===== config.mk =====
export PLATFORM = sky130hd
export DESIGN_NAME = down_timer_flat
export DESIGN_NICKNAME = d
export VERILOG_FILES = /design/src/rtl/down_timer_pkg.sv /design/src/rtl/down_timer_if.sv /design/src/rtl/down_timer.sv /design/src/flat_wrapper.sv
export SDC_FILE = /design/constraint.sdc
export NUM_CORES = 1
export LEC_CHECK = 0
export ABC_AREA = 1
export CAP_MARGIN = 40
export CORE_AREA = 2 2 64 79
export CTS_CLUSTER_SIZE = 10
export DETAILED_ROUTE_END_ITERATION = 6
export DIE_AREA = 0 0 66 81
export PLACE_DENSITY_LB_ADDON = 0.05
export REMOVE_ABC_BUFFERS = 1
export SLEW_MARGIN = 10
export SYNTH_ARGS = -nofsm -noshare
export SYNTH_HDL_FRONTEND = slang
export SYNTH_SLANG_ARGS = --single-unit

===== constraint.sdc =====
create_clock -name clk -period 1.86 [get_ports clk]
set_input_delay 0.372 -clock clk [delete_from_list [all_inputs] [get_ports clk]]
set_output_delay 0.372 -clock clk [all_outputs]
set_load 0.01 [all_outputs]

===== src/rtl/down_timer_pkg.sv =====
// Shared types and constants for the down_timer block.
package down_timer_pkg;

  localparam int DEFAULT_WIDTH = 8;

  typedef enum logic [1:0] {
    IDLE  = 2'd0,
    RUN   = 2'd1,
    PAUSE = 2'd2,
    DONE  = 2'd3
  } state_t;

endpackage : down_timer_pkg


===== src/rtl/down_timer_if.sv =====
// Control/status bundle for down_timer: the master drives the commands,
// the timer (slave) returns count and status flags.
interface down_timer_if
  import down_timer_pkg::*;
#(
  parameter int WIDTH = DEFAULT_WIDTH
);

  logic             load;
  logic [WIDTH-1:0] load_val;
  logic             start;
  logic             stop;
  logic             mode_periodic;
  logic [WIDTH-1:0] count;
  logic             tc;
  logic             busy;
  logic             done;

  modport master (
    output load, load_val, start, stop, mode_periodic,
    input  count, tc, busy, done
  );

  modport slave (
    input  load, load_val, start, stop, mode_periodic,
    output count, tc, busy, done
  );

endinterface : down_timer_if


===== src/rtl/down_timer.sv =====
// Loadable, pausable down-counting timer with one-shot and periodic-reload
// modes. Terminal count (tc) is registered; busy/done decode the state.
module down_timer
  import down_timer_pkg::*;
#(
  parameter int WIDTH = DEFAULT_WIDTH
) (
  input  logic        clk,
  input  logic        reset,
  down_timer_if.slave bus
);

  localparam logic [WIDTH-1:0] ONE = WIDTH'(1);

  state_t           state_q, state_d;
  logic [WIDTH-1:0] count_q, count_d;
  logic [WIDTH-1:0] reload_q, reload_d;
  logic             tc_q, tc_d;

  // One RUN-cycle step computed from the current count; shared by RUN and
  // by the resume edge out of PAUSE.
  logic [WIDTH-1:0] step_count;
  logic             step_tc;
  logic             step_done;
  logic [WIDTH-1:0] eff_val;

  // Decrement / zero-crossing / reload step for one running cycle.
  always_comb begin
    step_count = count_q;
    step_tc    = 1'b0;
    step_done  = 1'b0;
    if (count_q > ONE) begin
      step_count = count_q - ONE;
    end else if (count_q == ONE) begin
      step_count = '0;
      step_tc    = 1'b1;
      step_done  = ~bus.mode_periodic;
    end else begin
      // Zero already reached: the mode was decided at the crossing, so reload.
      step_count = reload_q;
      step_tc    = (reload_q == '0);
    end
  end

  // Next-state and datapath decode; priority stop > load > start.
  always_comb begin
    state_d  = state_q;
    count_d  = count_q;
    reload_d = reload_q;
    tc_d     = 1'b0;
    eff_val  = bus.load ? bus.load_val : count_q;
    unique case (state_q)
      IDLE, DONE: begin
        if (bus.stop) begin
          // stop has no effect here, but still masks load and start
        end else if (bus.start) begin
          if (bus.load) reload_d = bus.load_val;
          count_d = eff_val;
          if (eff_val != '0) begin
            state_d = RUN;
          end else begin
            state_d = DONE;
            tc_d    = 1'b1;
          end
        end else if (bus.load) begin
          reload_d = bus.load_val;
          count_d  = bus.load_val;
          state_d  = IDLE;
        end
      end
      RUN: begin
        if (bus.stop) begin
          state_d = PAUSE;
          tc_d    = tc_q;
        end else begin
          if (bus.load) reload_d = bus.load_val;
          count_d = step_count;
          tc_d    = step_tc;
          state_d = step_done ? DONE : RUN;
        end
      end
      PAUSE: begin
        if (bus.stop) begin
          state_d = IDLE;
        end else begin
          if (bus.load) reload_d = bus.load_val;
          if (bus.start) begin
            count_d = step_count;
            tc_d    = step_tc;
            state_d = step_done ? DONE : RUN;
          end else begin
            tc_d = tc_q;
          end
        end
      end
      default: state_d = IDLE;
    endcase
  end

  // State, count, reload and tc registers with asynchronous reset.
  always_ff @(posedge clk or posedge reset) begin
    if (reset) begin
      state_q  <= IDLE;
      count_q  <= '0;
      reload_q <= '0;
      tc_q     <= 1'b0;
    end else begin
      state_q  <= state_d;
      count_q  <= count_d;
      reload_q <= reload_d;
      tc_q     <= tc_d;
    end
  end

  assign bus.count = count_q;
  assign bus.tc    = tc_q;
  assign bus.busy  = (state_q == RUN) || (state_q == PAUSE);
  assign bus.done  = (state_q == DONE);

endmodule : down_timer


===== src/flat_wrapper.sv =====
// flat-port wrapper written by rule: the top's interface ports become plain ports
module down_timer_flat import down_timer_pkg::*;
#(
  parameter int WIDTH = DEFAULT_WIDTH
)
  (clk, reset, bus_load, bus_load_val, bus_start, bus_stop, bus_mode_periodic, bus_count, bus_tc, bus_busy, bus_done);
  down_timer_if #(.WIDTH(WIDTH)) bus_i ();
  input  logic clk;
  input  logic reset;
  input wire logic [$bits(bus_i.load)-1:0] bus_load;
  input wire logic [$bits(bus_i.load_val)-1:0] bus_load_val;
  input wire logic [$bits(bus_i.start)-1:0] bus_start;
  input wire logic [$bits(bus_i.stop)-1:0] bus_stop;
  input wire logic [$bits(bus_i.mode_periodic)-1:0] bus_mode_periodic;
  output wire logic [$bits(bus_i.count)-1:0] bus_count;
  output wire logic [$bits(bus_i.tc)-1:0] bus_tc;
  output wire logic [$bits(bus_i.busy)-1:0] bus_busy;
  output wire logic [$bits(bus_i.done)-1:0] bus_done;
  assign bus_i.load = bus_load;
  assign bus_i.load_val = bus_load_val;
  assign bus_i.start = bus_start;
  assign bus_i.stop = bus_stop;
  assign bus_i.mode_periodic = bus_mode_periodic;
  assign bus_count = bus_i.count;
  assign bus_tc = bus_i.tc;
  assign bus_busy = bus_i.busy;
  assign bus_done = bus_i.done;
  down_timer #(.WIDTH(WIDTH)) u_core (.clk(clk), .reset(reset), .bus(bus_i));
endmodule

Word level (Yosys, flattened, before mapping)
Index checks and enable logic that the tools add are counted.
- register bits: 19
- input bits: 14
- output and inout port bits: 11
- add/subtract/negate cells: 1
- magnitude comparators: 1
- eq/ne operators: 12
- muxes and demuxes: 31
- bitwise operators: 1
- reduce and logical (&&, ||, !) cells: 10
- operators with widths (kind ; number):
    two-way mux 8 bit ; 10
    case mux 8 bit (3 select lines) ; 1
    two-way mux 2 bit ; 8
    two-way mux 1 bit ; 10
    != test 2 bit, second input constant ; 5
    equality test 8 x 1 -> 1 bit, second input constant ; 1
    > comparator 8 x 1 -> 1 bit, second input constant ; 1
    zero test 8 bit ; 1
    nonzero test 8 bit ; 1
    subtractor 8 x 1 -> 8 bit, second input constant ; 1
    != test 3 bit, second input constant ; 2
    case mux 2 bit (3 select lines) ; 1
    equality test 2 bit, second input constant ; 2
    AND reduction 2 bit ; 2
    AND reduction 4 bit ; 1
    OR reduction 4 bit ; 1
    case mux 1 bit (3 select lines) ; 1
    AND reduction 3 bit ; 1
    equality test 2 x 1 -> 1 bit, second input constant ; 1
    zero test 2 bit ; 1
    != test 2 x 1 -> 1 bit, second input constant ; 1
    OR reduction 2 bit ; 1
    logical OR 1 bit ; 1
    NOT 1 bit ; 1

Longest topological paths before layout
Gate-level depths: netlist of the first run.
- word-level depth: 7
- gate-level depth with buffers: 10
- depth with buffers taken out: 10

Worst setup path after synthesis of the first run
Ideal clock, no wire load.
- kind: register -> register
- start point: register u_core.state_q[0]
- end point: register u_core.tc_q (netlist: u_core.bus.tc)
- setup time: 62 ps
- arrival time: 1512 ps
- path slack: 285 ps
- stages on the path, launching flop included: 11
- path buffers: 1
- clock period less this slack: 1575 ps
- path through: dfrtp_1 -> inv_1 -> ha_1 -> buf_4 -> inv_2 -> nand2_1 -> nor2_1 -> nand4_1 -> nand3_1 -> nand2_1 -> inv_1
- longest elaborated chain between the ends: 3
- elaborated cells between the ends (all ways): 9
- classes of those cells: eq/ne (5); mux (1); reduce/logical (3)
- ends and longest elaborated chain (what ; line ; RTL):
    start: declaration ; down_timer.sv:15 ; state_t state_q, state_d;
    start signal: assignment ; down_timer.sv:108 ; state_q <= state_d;
    equality test 2 bit (tied with other cells) ; down_timer.sv:52 ; unique case (state_q)
    OR reduction 2 bit (tied with other cells) ; down_timer.sv:52 ;
    case mux 1 bit (3 select lines) / AND reduction 2 bit (equally long branches) ; -- ;
    end signal: assignment ; down_timer.sv:111 ; tc_q <= tc_d;
    end: declaration ; down_timer.sv:18 ; logic tc_q, tc_d;
Parallel ways exist; a longest one is shown, timed or not.
A chain may end at the register's enable or synchronous reset.

Final worst setup path of the first run
- start point: register u_core.state_q[1]
- end point: output bus_done
- longest elaborated chain between the ends: 1
- ends and longest elaborated chain (what ; line ; RTL):
    equality test 2 bit ; down_timer.sv:118 ; assign bus.done = (state_q == DONE);
    end: declaration ; flat_wrapper.sv:18 ; output wire logic [$bits(bus_i.done)-1:0] bus_done;
No other way between the ends.

==> results list, run 1 <==
- Run status: completed
* Fillers: 541
- The netlist uses 30 different library cells.
- The clock reaches the later pin of the worst-skew pair after 0.27 ns.
* Clock buffers created by TritonCTS: 3
- Clock-pin slew was measured on the worst setup and hold paths at 0.08 ns.
- Dividing the final minimum period by the clock period gives 97.57%.
- Library cell contributing the largest single delay on the critical path: clkdlybuf4s50_1
- Root buffer cell: clkbuf_8
* Final HPWL DP: 3172 µm
- Grt total ovfl: 0
- Headroom to the max-slew limit came out at 80.04%.
- The clock net in this run drives a total of 19 sinks.
* Max FO, Critical Path: 4
- In this run the vertical extent of the chip is 81 µm.
* Placed cell area: 1842 µm²
* ANT nets after route: 0
* I/O Pins: 25
* Startpoint Class: flop
* Synth Cell Area: 1511 µm²
- For this run, design rule violations remaining after detail routing come to 0.
- Routability-driven placement congestion ratio: 0.8188
- Sequential power share: 25.3%
- Counting I/O delays and the setup requirement, the final critical path takes 1.815 ns.
- The share of total power dissipated in the clock network is 9.6%.
- The number of antenna violations at the first check in global routing was 0.
* Worst Setup End Kind: output pin
- Max-cap violations in this run came to 0.
* Critical path data required time: 1.49 ns
- TritonCTS clock tree: built
- Dividing the detail-routed wire length by the instance count gives 12.59 µm.
* RSZ-0062 raised after global routing: true
* P_sw: 1.555 mW
- Transition at the pin with the smallest max-transition slack: 0.2963 ns
* Combinational share of power: 65.1%
* Endpoint of the most critical register-to-register path: u_core.bus.count[5]
* Post-synthesis to final-layout area growth: 26.99%
- After routing the design area is 1919 µm².
- Deepest level of the CTS H-tree: 1
* Count of nets after finishing: 283
- Peak supply drop: 0.5229 mV
- Mapped Cells: 229
* FF/Latch Area: 475.5 µm²
- Global routing used 16.90% of the available tracks across all layers.
* Fraction of layout cells with a size suffix above 1: 12.21%
- Across the routed clock network, the largest skew measured is 0.002997 ns.
- After detailed routing, the total wire length is 4055 µm.
* Category of the critical setup timing path: flop to output pin
- The die covers 5346 µm².
- In this design, the stage delay of the slowest critical-path cell is 0.54 ns.
- The min-delay analysis places its worst path in the category input pin to asynchronous set/reset pin.
- Total power divided by cell area: 1691 nW/µm²
- Maximum number of pins on one net before global-route repair: 20
* Net switching share of the total power: 47.94%
- Vias in the first global route: 1432
* Critical Path Sink: bus_done
- Internal Pwr Total: 1.689 mW
- Detailed routing inserted a total of 1468 vias.
- Static leakage power: 1.019 nW
- 0 antenna diodes ended up in the layout.
- The first global-routing pass estimated 6803 µm of wire.
- Yosys warns: 0
- Data arrival time of the worst path: 1.44 ns
- Cell depth of the worst flop-to-flop path: 9
- Core region area: 4695 µm²
- Horizontal extent of the die: 66 µm
- Of the synthesized area, sequential elements account for 31.46%.
- The number of hold buffers added after CTS was 0.
- The max-slew violation count came to 0.
- Worst-case clock buffer depth: 2
* Slack of the worst reg-to-reg path: 0.18 ns
- Setup violations remaining at the end of the flow were counted as 0.
- 1st-pass router iterations: 4
* Cell chain of the critical path: ha_2 > clkdlybuf4s50_1
* Count of routing violations after the opening detailed-route iteration: 96
- CP startpoint: u_core.state_q[1]
* Flops & latches, synth: 19
* Initial Utilization: 32.20%
* Final hold violation count: 0
- The worst register-to-register path begins at u_core.state_q[1].
* Footprint of the multi-input gates: 844.6 µm²
* Maximum clock rate: 551.0 MHz
- In the routed layout, each cell is associated on average with a via count of 4.559.
- The floorplan has 28 rows.
- Post-synthesis area per instance: 6.600 µm²
- Overall power: 3.245 mW
- Number of I/O port buffers: 24
-- power by group through the flow --
stage	registers, mW	clock network, mW	logic (mW)
2_1_floorplan	0.825	0	1.34
3_3_place_gp	0.830	0	2.06
3_5_place_dp	0.835	0	2.05
4_1_cts	0.827	0.324	2.05
5_1_grt	0.857	0.337	2.41
6_report	0.820	0.312	2.11
-- what timing repair did --
| action | in CTS | in global routing |
|---|---|---|
| gates resized for setup | 2 | 1 |
| setup buffers | 0 | 2 |
| setup endpoints to repair | 2 | 12 |
| pin swaps | 0 | 1 |
-- cells in the final DEF, fill, tap and decap left out, types with 2 or more instances in the layout --
master           instances
a21oi_1                  5
nand2_2                  5
nand4_1                  3
ha_1                     5
nand3_1                 14
o21ai_1                  3
clkdlybuf4s50_1         23
inv_1                   36
o211ai_1                 2
inv_2                    3
nor2_2                   3
clkinv_2                 2
o21ai_0                 19
dfrtp_1                 19
clkbuf_8                 3
nor2_1                  25
buf_4                    7
nand2_1                 67
-- worst max-delay path, delay by kind of cell, from the launching register on --
family | cells | cell delay [ns]
buf+inv | 1 | 0.54
flops | 1 | 0.39
fa+ha+maj | 1 | 0.24
-- layout make-up --
class / instances / area share [%]
multi-input cells: 165 / 44.00
inverters: 41 / 8.149
well taps: 60 / 3.911
repair buffers: 33 / 16.82
flip-flops and latches: 19 / 24.77
clock buffers: 4 / 2.347
-- metrics by stage --
step / hold slack [ns] / std cells / TNS, ns / setup WS (ns) / util [%]
floorplan: 0.3231 / 225 / 0 / 0.03656 / -
global placement: 0.5022 / 316 / 0 / 0.02778 / 39.23
detailed placement: 0.5077 / 316 / 0 / 0.05265 / 39.23
CTS: 0.4354 / 320 / 0 / 0.03350 / 40.22
global route: 0.4727 / 322 / -0.03477 / -0.03477 / 40.88
finish: 0.4247 / 322 / 0 / 0.04527 / 40.88
-- registers in the layout (all words and copies together) (netlist names) --
name / count
u_core.state_q: 2
u_core.bus.tc: 1
u_core.bus.count: 8
u_core.reload_q: 8
-- layer usage --
layer | GRT usage [%] | wire (µm) | vias to the layer above
li1 | - | - | 778
met1 | 22.24 | 1918 | 658
met2 | 27.98 | 1919 | 27
met3 | 2.355 | 157 | 5
met4 | 6.531 | 59 | 0
met5 | 0 | 0 | -
-- logic make-up (layout without fill, tap and decap cells) --
family,Yosys count,count (layout),share of synthesized area [%]
AO/OA/AOI/OAI,35,35,14.90
buffers and inverters,45,78,12.83
adder cells (fa/ha/maj),6,6,4.967
AND/OR/NAND/NOR,122,122,34.69
flip-flops,19,19,31.46
XOR/XNOR,2,2,1.159
-- synthesized netlist by cell type --
cell | n | area share (%)
ha_1 | 6 | 5.0
nand2_4 | 1 | 0.74
o21bai_1 | 1 | 0.50
clkinv_2 | 2 | 0.66
o21ai_0 | 19 | 6.3
nor2_1 | 25 | 6.2
xor2_1 | 1 | 0.58
o22ai_1 | 1 | 0.41
nand2_1 | 67 | 17
o22ai_2 | 1 | 0.83
nand2_2 | 5 | 2.1
o211ai_1 | 2 | 0.99
xnor2_1 | 1 | 0.58
o21ai_1 | 3 | 0.99
inv_1 | 36 | 8.9
or2_0 | 1 | 0.41
o32ai_4 | 1 | 1.8
nor2_2 | 3 | 1.2
a21oi_1 | 5 | 1.7
nand4_1 | 3 | 1.2
nor3_1 | 1 | 0.33
buf_4 | 2 | 0.99
buf_6 | 2 | 1.5
a21oi_2 | 1 | 0.58
inv_2 | 3 | 0.74
nand3_1 | 14 | 4.6
dfrtp_1 | 19 | 31
nor2_4 | 1 | 0.74
or2_1 | 1 | 0.41
a211oi_2 | 1 | 0.83
-- how the worst min path moves through the flow --
stage,slack [ns],start,endpoint,cells after the start
after CTS,0.44,reset,u_core.bus.count[0],3
after global routing,0.47,reset,u_core.reload_q[7],3
after detailed placement,0.51,u_core.bus.count[1],u_core.bus.count[1],2
after floorplan,0.32,reset,u_core.bus.count[0],1
final,0.42,reset,u_core.reload_q[7],3
after global placement,0.50,u_core.bus.count[1],u_core.bus.count[1],2
Note: power is estimated with default switching activity, not from simulation.
==> run 2, diff against run 1 <==
--- a/config.mk
+++ b/config.mk
@@ -13,6 +13,7 @@
 export DIE_AREA = 0 0 66 81
 export PLACE_DENSITY_LB_ADDON = 0.05
 export REMOVE_ABC_BUFFERS = 1
+export SKIP_LAST_GASP = 1
 export SLEW_MARGIN = 10
 export SYNTH_ARGS = -nofsm -noshare
 export SYNTH_HDL_FRONTEND = slang
==> results of run 2 <==
Same layout as run 1: the final DEF is identical, and so are final timing and power.
==> run 3, diff against run 2 <==
--- a/config.mk
+++ b/config.mk
@@ -8,9 +8,11 @@
 export ABC_AREA = 1
 export CAP_MARGIN = 40
 export CORE_AREA = 2 2 64 79
+export CTS_CLUSTER_DIAMETER = 120
 export CTS_CLUSTER_SIZE = 10
 export DETAILED_ROUTE_END_ITERATION = 6
 export DIE_AREA = 0 0 66 81
+export HOLD_SLACK_MARGIN = 0.15
 export PLACE_DENSITY_LB_ADDON = 0.05
 export REMOVE_ABC_BUFFERS = 1
 export SKIP_LAST_GASP = 1
==> constraint.sdc (replaced) <==
create_clock -name clk -period 1.6 [get_ports clk]
set_input_delay 0.32 -clock clk [delete_from_list [all_inputs] [get_ports clk]]
set_output_delay 0.32 -clock clk [all_outputs]
set_load 0.01 [all_outputs]
==> results list, run 3 (synthesis results as in run 1) <==
- The antenna cell count was 0 (unchanged).
- Buffering stage count on the worst path with inverters included: 1 (unchanged)
* Post-CTS Hold Fix Bufs: 0 (unchanged)
- The data arrival time of the critical path came to 1.24 ns (-0.20 ns).
* Worst Setup Slack, final: 0.04406 ns (-0.001211 ns)
- The core area came to 4695 µm² (unchanged).
- The max-slew violation count was 0 (unchanged).
* Total power divided by cell area: 1990 nW/µm² (+18%)
- Post-Route WL: 4318 µm (+6.5%)
- Clock buffers created by TritonCTS: 3 (unchanged)
- Final hold violation count: 0 (unchanged)
- Placed cell area: 2072 µm² (+12%)
- Maximum clock rate: 642.7 MHz
* Core Util, Final: 47.79% (+6.9 points)
* Fraction of layout cells with a size suffix above 1: 28.14% (+16 points)
- Largest stage delay, worst path: 0.55 ns (about the same)
- The slew at the pin closest to its max-slew limit is 0.3201 ns (+0.02385 ns).
- Max-slew headroom: 78.43% (-1.6 points)
- Overall power: 4.465 mW (+38%)
- Max-cap check violation count: 0 (unchanged)
* Maximum number of pins on one net before global-route repair: 20 (unchanged)
- Static leakage power: 1.196 nW (+17%)
* Critical path data required time: 1.28 ns (-0.21 ns)
* Cell chain of the critical path: clkdlybuf4s50_1
* Clk_skew: 0.003896 ns (+0.0008994 ns)
- The final instance area came to 2243 µm² (+17%).
- On the critical path the largest part of the delay comes from buffers and inverters.
- Vertical extent of the die: 81 µm (unchanged)
* Global-route wire length before repair: 7079 µm (+4.1%)
- Die area: 5346 µm² (unchanged)
- Worst-case clock buffer depth: 2 (unchanged)
- The final weighted congestion in routability-driven placement is 0.8592 (+4.9%).
- TritonCTS clock tree: built
* Final HPWL DP: 3451 µm (+8.8%)
- The row count came to 28 (unchanged).
- The worst setup path is captured at an output pin.
- The overall via count from detail_route is 1622 (+10%).
- For the finished layout, the period the worst path requires is 1.556 ns.
- Routed length per placed instance: 12.16 µm (-3.4%)
- The total global routing overflow was 0 (unchanged).
- Num Clock Sinks: 19 (unchanged)
* Tightest hold margin: 0.3740 ns (-0.05073 ns)
* ANT nets after route: 0 (unchanged)
* Peak supply drop: 0.7072 mV (+35%)
- The number of I/O pins is 25 (unchanged).
- Root buffer cell: clkbuf_8
- The peak fanout along the critical path was 5 (+1).
- The all-layer global routing usage was 17.58% (+0.68 points).
- Among all stages on the critical path, the largest delay is contributed by clkdlybuf4s50_1.
- The clock transition at the registers of the reported paths is 0.08 ns (about the same).
- Initial Utilization: 32.20% (unchanged)
* Startpoint Class: flop
- The post-route DRC violation count is 0 (unchanged).
* Run status: completed
- Clock Latency Late Sink: 0.27 ns (about the same)
- The count of nets after finishing came to 316 (+12%).
- RSZ-0062 raised after global routing: true
- Leaving out fill and tap cells, the most frequent cell in the layout is nand2_1.
- The top cell types in the final layout, fill and taps aside, are 66 x nand2_1, 39 x buf_4, 31 x inv_1, 23 x nor2_1, 20 x clkdlybuf4s50_1.
- Tightest Hold Check Type: input pin to asynchronous set/reset pin
- By startpoint and endpoint, the worst setup path is classified as flop to output pin.
- The final count of negative-setup-slack endpoints came to 0 (unchanged).
- Deepest level of the CTS H-tree: 1 (unchanged)
* Ratio of routed vias to standard cells: 4.569 (+0.22%)
- The post-layout instance count excluding filler cells is 355 (+10%).
- Number of I/O port buffers: 24 (unchanged)
- The via count of the first global-routing pass was 1571 (+9.7%).
- The aggregate negative setup slack is 0 ns (unchanged).
- Initial antenna violation count: 0 (unchanged)
- Post-synthesis to final-layout area growth: 48.43%
* Count of routing violations after the opening detailed-route iteration: 74 (-23%)
* Period Utilization, post-route: 97.25%
- The cell count after placement came to 345 (+9.2%).
* Horizontal extent of the die: 66 µm (unchanged)
- 1st-pass router iterations: 4 (unchanged)
- The worst slack after detailed placement was -0.09977 ns (-0.1524 ns).
run 3: cell types whose count changed in the layout (fill, tap and decap cells not counted), sizes merged:
cell | before | now
buf | 9 | 42
clkbuf | 4 | 5
clkdlybuf4s50 | 23 | 20
clkinv | 2 | 3
dlygate4sd2 | 1 | 0
dlymetal6s2s | 0 | 2
run 3: path summary, 6_finish.rpt:
| path | from | end | slack [ns] | cells past startpoint |
|---|---|---|---|---|
| max in group asynchronous | reset | u_core.bus.count[3] | 1.00 | 3 |
| worst max register to register | u_core.state_q[1] | u_core.reload_q[6] | 0.05 | 6 |
| worst min-delay path | reset | u_core.reload_q[0] | 0.37 | 3 |
| min in group clk | u_core.bus.count[1] | u_core.bus.count[1] | 0.54 | 2 |
| worst max-delay path | u_core.bus.count[2] | bus_count[2] | 0.04 | 1 |
| worst min register to register | u_core.bus.count[1] | u_core.bus.count[1] | 0.54 | 2 |
run 3: final cells by class:
class                           instances  area (µm²)
Clock inverter                          1       5.005
Clock buffer                            3       41.29
Fill cell                             507        2451
Multi-Input combinational cell        165       912.1
Tap cell                               60       75.07
Sequential cell                        19       478.0
Inverter                               41       161.4
Timing Repair Buffer                   66       570.5
run 3: repair_timing:
item,in CTS,in global routing
pin swaps,3,5
gates resized for setup,12,23
buffers inserted,0,6
setup endpoints to repair,17,25
cloned,0,0
run 3: power by group:
part	leakage, nW	internal (mW)	switching (mW)
clock network	0.0255	0.174	0.183
logic	0.943	1.54	1.65
registers	0.228	0.735	0.181
run 3: metal layers:
| layer | wire length, µm | up-vias | track usage (%) |
|---|---|---|---|
| met1 | 1965 | 734 | 22.38 |
| met2 | 2107 | 31 | 29.60 |
| met5 | 0 | - | 0 |
| li1 | - | 846 | - |
| met4 | 140 | 0 | 8.776 |
| met3 | 105 | 11 | 1.662 |
